File: src/rtl/cosine_pkg.sv
// ============================================================================
// Package     : cosine_pkg
// Description : Shared widths, channel ids and helpers for the cosine datapath.
// Revision    : 1.0 - initial release
// ============================================================================
`default_nettype none

package cosine_pkg;

  localparam int         DATA_W     = 16;
  localparam logic       CH0        = 1'b0;
  localparam logic       CH1        = 1'b1;
  localparam int         STAT_W     = 16;
  localparam logic [1:0] FIFO_DEPTH = 2'd2;

  // Saturating increment: sticks at all-ones instead of wrapping.
  function automatic logic [STAT_W-1:0] sat_inc(input logic [STAT_W-1:0] v);
    return (&v) ? v : v + 1'b1;
  endfunction

endpackage

`default_nettype wire

File: src/rtl/demux_fifo2.sv
// ============================================================================
// Module      : demux_fifo2
// Description : Two-entry FIFO with 1-bit wrapping pointers; head reads 0 when empty.
// Revision    : 1.0 - initial release
// ============================================================================
`default_nettype none

module demux_fifo2
  import cosine_pkg::*;
#(
  parameter int n = DATA_W
) (
  input  logic         clk,
  input  logic         reset,
  input  logic         i_push,
  input  logic [n-1:0] i_push_data,
  output logic         o_full,
  input  logic         i_pop,
  output logic         o_valid,
  output logic [n-1:0] o_head,
  output logic [1:0]   o_count
);

  logic [n-1:0] r_mem [0:1];
  logic         r_wr_ptr;
  logic         r_rd_ptr;
  logic [1:0]   r_count;
  logic         w_push;
  logic         w_pop;

  // Guard both strobes locally so misuse can never corrupt the count.
  assign w_push = i_push & (r_count != FIFO_DEPTH);
  assign w_pop  = i_pop  & (r_count != 2'd0);

  always_ff @(posedge clk or posedge reset) begin
    if (reset) begin
      r_mem[0] <= '0;
      r_mem[1] <= '0;
      r_wr_ptr <= 1'b0;
      r_rd_ptr <= 1'b0;
      r_count  <= 2'd0;
    end else begin
      if (w_push) begin
        r_mem[r_wr_ptr] <= i_push_data;
        r_wr_ptr        <= ~r_wr_ptr;
      end
      if (w_pop) begin
        r_rd_ptr <= ~r_rd_ptr;
      end
      case ({w_push, w_pop})
        2'b10:   r_count <= r_count + 2'd1;
        2'b01:   r_count <= r_count - 2'd1;
        default: r_count <= r_count;
      endcase
    end
  end

  assign o_valid = (r_count != 2'd0);
  assign o_full  = (r_count == FIFO_DEPTH);
  assign o_head  = o_valid ? r_mem[r_rd_ptr] : '0;
  assign o_count = r_count;

endmodule

`default_nettype wire

File: src/rtl/stream_demux.sv
// ============================================================================
// Module      : stream_demux
// Description : 1:2 stream demultiplexer, one 2-entry FIFO per output channel.
//               Optional macro DEMUX_STATS_EN adds saturating pop counters stat0/stat1.
// Revision    : 1.0 - initial release
// ============================================================================
`default_nettype none

module stream_demux
  import cosine_pkg::*;
#(
  parameter int n = DATA_W
) (
  input  logic              clk,
  input  logic              reset,
  input  logic [n-1:0]      in_data,
  input  logic              in_sel,
  input  logic              in_valid,
  output logic              in_ready,
  output logic [n-1:0]      out0_data,
  output logic              out0_valid,
  input  logic              out0_ready,
  output logic [n-1:0]      out1_data,
  output logic              out1_valid,
  input  logic              out1_ready
`ifdef DEMUX_STATS_EN
  ,
  output logic [STAT_W-1:0] stat0,
  output logic [STAT_W-1:0] stat1
`endif
);

  logic       w_push0;
  logic       w_push1;
  logic       w_full0;
  logic       w_full1;
  logic [1:0] w_count0;
  logic [1:0] w_count1;

  // Readiness looks only at the registered count of the addressed channel,
  // so a same-cycle pop on a full channel does not open the input.
  assign in_ready = (in_sel == CH1) ? (w_count1 != FIFO_DEPTH)
                                    : (w_count0 != FIFO_DEPTH);

  assign w_push0 = in_valid & in_ready & (in_sel == CH0);
  assign w_push1 = in_valid & in_ready & (in_sel == CH1);

  demux_fifo2 #(.n(n)) u_fifo0 (
    .clk         (clk),
    .reset       (reset),
    .i_push      (w_push0),
    .i_push_data (in_data),
    .o_full      (w_full0),
    .i_pop       (out0_ready),
    .o_valid     (out0_valid),
    .o_head      (out0_data),
    .o_count     (w_count0)
  );

  demux_fifo2 #(.n(n)) u_fifo1 (
    .clk         (clk),
    .reset       (reset),
    .i_push      (w_push1),
    .i_push_data (in_data),
    .o_full      (w_full1),
    .i_pop       (out1_ready),
    .o_valid     (out1_valid),
    .o_head      (out1_data),
    .o_count     (w_count1)
  );

`ifdef DEMUX_STATS_EN
  logic [STAT_W-1:0] r_stat0;
  logic [STAT_W-1:0] r_stat1;

  always_ff @(posedge clk or posedge reset) begin
    if (reset) begin
      r_stat0 <= '0;
      r_stat1 <= '0;
    end else begin
      if (out0_valid & out0_ready) r_stat0 <= sat_inc(r_stat0);
      if (out1_valid & out1_ready) r_stat1 <= sat_inc(r_stat1);
    end
  end

  assign stat0 = r_stat0;
  assign stat1 = r_stat1;
`endif

  logic w_unused;
  assign w_unused = w_full0 ^ w_full1;

endmodule

`default_nettype wire

File: config.mk
export PLATFORM = sky130hd
export DESIGN_NAME = stream_demux
export DESIGN_NICKNAME = d
export VERILOG_FILES = /design/src/rtl/cosine_pkg.sv /design/src/rtl/demux_fifo2.sv /design/src/rtl/stream_demux.sv
export SDC_FILE = /design/constraint.sdc
export NUM_CORES = 1
export LEC_CHECK = 0
export ABC_AREA = 1
export CAP_MARGIN = 20
export CORE_ASPECT_RATIO = 0.5
export CORE_MARGIN = 2
export CORE_UTILIZATION = 35
export CTS_BUF_LIST = sky130_fd_sc_hd__clkbuf_16
export DETAILED_ROUTE_END_ITERATION = 16
export PLACE_DENSITY_LB_ADDON = 0.3
export SYNTH_ARGS = -nofsm -noshare
export SYNTH_HDL_FRONTEND = slang
export SYNTH_SLANG_ARGS = --single-unit
File: constraint.sdc
create_clock -name clk -period 6.9 [get_ports clk]
set_input_delay 1.38 -clock clk [delete_from_list [all_inputs] [get_ports clk]]
set_output_delay 1.38 -clock clk [all_outputs]
set_load 0.005 [all_outputs]
==> flow_summary.yaml <==
run_status:
  status: "finished, final reports clean"
power:
  power_switching_share_pct: 38.46
  p_seq_share_pct: 38.3
  p_clk_share_pct: 19.2
  ir_drop_v: 0.0001502
  power_density_nw_per_um2: 476.9
  p_int_mw: 1.285
  p_switching_uw: 803.3
  power_frac_comb_pct: 42.5
  p_leak_nw: 2.105
hold_path:
  min_path_type: "flop to flop"
  min_from: "u_fifo1.r_mem[2]"
clocking:
  clk_latency_ps: 320
  cts_setup_buffers: 0
  cts.clk_slew.worst_paths_ps: 50
  cts_buffers: 9
  tritoncts: "done"
  cts_buffer_depth: 2
  ctsHoldBuffers: 0
  cts_resized: 0
  cts-root-buf: "clkbuf_16"
  cts.sinks: 72
  htreeDepth: 3
setup_path:
  reg2reg_depth: 6
  end_kind: "primary output"
  cp-startpoint: "in_sel"
  worstPathArrival_ps: 3380
  cp_max_fo: 34
  r2r-end: "u_fifo1.o_count[1]"
  setup.worst_path.class: "primary input to primary output"
  rr_startpoint: "u_fifo1.o_count[1]"
  crit_end: "in_ready"
  start_kind: "primary input"
  reg2reg_slack_ps: 4810
  cp.required_ps: 5520
finish:
  mostFrequentLayoutCell: "nand2_1"
  seq_area_um2: 1802
  antenna_cells: 0
  multi_input_area_um2: 1515
  layout_common_cells: "nand2_1, dfrtp_1, nand4_1"
  stdcell_count: 618
  area_growth_pct: 23.89
  fin_nets: 503
  n_fill_cell: 988
  drive_gt1_share_pct: 6.211
routing:
  via_per_inst: 5.053
  drtIter0Drc: 317
  dr.pass1.iters: 5
  wl_per_cell_um: 15.42
  wl_um: 9531
  drcViolationCount: 0
  routed-via-count: 3123
  antenna_left: 0
floorplan:
  rows: 25
  fp.dieW_um: 146.1
  core_um2: 9634
  die_y_um: 75.06
  die_area_um2: 10970
  initial_utilization_pct: 36.69
  io_pins: 57
synth:
  yosysWarnings: 0
  post_synth.cell_area_avg_um2: 8.015
  synth_cells: 441
  syn_nets: 465
  ys_seq_elements: 72
  syn_area_um2: 3535
  yosysUniqueCellTypes: 20
  ys_seq_area_share_pct: 50.97
global_route:
  grt_max_degree: 73
  grt_pass1_wl_um: 15730
  grt.overflow.total: 0
  gr-usage-met2_pct: 29.30
  busiest_layer: "met2"
  antenna_found_initial: 0
  first_global_vias: 3032
  grt_use_met1_pct: 26.02
  gr-usage-all-layers_pct: 18.56
  met3_usage_pct: 4.121
sta:
  whs_ps: 476.7
  tightestPinTransition_ps: 931.7
  finClkSkew_ps: 3.795
  drv_slew: 0
  fin_crit_sh_pct: 69.02
  rsz0062_at_grt: "false"
  tns_ps: 0
  maxSlewHeadroom_pct: 37.89
  hold_viol: 0
  setup_violations: 0
  final.min_clock_period_ps: 4762
  fmax_mhz: 210.0
run:
  max-cap-violations: 0
placement:
  io_buffer_count: 56
  hpwl_um: 5817
  place.gp.congestion: 0.7969
  place_inst: 603
-- worst min path at each step --
stage	end	slack, ps	cells after the start
5_1_grt	u_fifo0.r_mem[22]	490	2
6_report	u_fifo1.r_mem[2]	480	2
3_5_place_dp	u_fifo0.r_mem[14]	470	2
3_3_place_gp	u_fifo0.r_mem[27]	460	2
4_1_cts	u_fifo0.r_mem[28]	480	2
2_1_floorplan	u_fifo0.r_mem[0]	450	2
-- metal layers --
metal	up-vias	wire length [µm]	part of all wire [%]
li1	1542	-	-
met1	1489	4629	49
met2	84	4326	45
met3	8	489	5.1
met4	0	86	0.90
met5	-	0	0
-- per-stage QoR --
| step | instance area [µm²] | worst slack [ps] | util (%) | power (mW) |
|---|---|---|---|---|
| global route | 4379 | 2027 | 45.45 | 2.264 |
| floorplan | 3535 | 3695 | - | 1.287 |
| CTS | 4379 | 2130 | 45.45 | 2.107 |
| finish | 4379 | 2138 | 45.45 | 2.089 |
| detailed placement | 4124 | 2133 | 42.81 | 1.696 |
| global placement | 4124 | 2134 | 42.81 | 1.683 |
-- critical path: stages --
cell,delay [ps]
clkdlybuf4s50_1,570
inv_2,100
a21oi_4,610
or2_2,230
clkdlybuf4s50_1,490
-- state kept, by name, indices dropped and copies added (netlist names) --
register          cells
u_fifo1.r_wr_ptr      1
u_fifo1.r_mem        32
u_fifo0.r_wr_ptr      1
u_fifo0.o_count       2
u_fifo0.r_rd_ptr      1
u_fifo1.r_rd_ptr      1
u_fifo1.o_count       2
u_fifo0.r_mem        32
-- power groups by stage --
| stage | registers [mW] | clock network (mW) | logic (mW) |
|---|---|---|---|
| after floorplan | 0.712 | 0 | 0.576 |
| after global placement | 0.800 | 0 | 0.883 |
| after global routing | 0.832 | 0.431 | 1.00 |
| final | 0.801 | 0.401 | 0.887 |
| after detailed placement | 0.802 | 0 | 0.893 |
| after CTS | 0.798 | 0.412 | 0.897 |
-- synth_stat cells --
library cell    n  share of area, %
dfrtp_1        72                51
a21oi_2         1              0.25
nand2_1       204                22
or2_2           1              0.18
xnor2_1         4              0.99
nand3_1         2              0.28
inv_2           5              0.53
buf_2          15               2.1
clkbuf_1       11               1.2
a21oi_1        32               4.5
nor2_2          2              0.35
inv_1          11               1.2
buf_1           1              0.11
nand4_2         4               1.4
buf_4           5               1.1
ha_1            2              0.71
nand4_1        64                11
a21oi_4         1              0.46
nor2_1          2              0.21
xor2_1          2              0.50
-- area by class of cell --
| class | count | share of cell area, % |
|---|---|---|
| tap | 135 | 3.857 |
| timing repair buffer | 59 | 13.20 |
| inverter | 16 | 1.371 |
| clock buffer | 9 | 5.143 |
| clock inverter | 6 | 0.6857 |
| multi-input combinational | 321 | 34.60 |
| sequential | 72 | 41.14 |
-- cells by family (layout without fill, tap and decap cells) --
family | after synthesis | after routing | share of synthesized area [%]
simple gates | 279 | 279 | 35.43
flops | 72 | 72 | 50.97
buf+inv | 48 | 90 | 6.159
compound gates | 34 | 34 | 5.239
xor+xnor | 6 | 6 | 1.487
fa+ha+maj | 2 | 2 | 0.7079
Note: power is estimated with default switching activity, not from simulation.
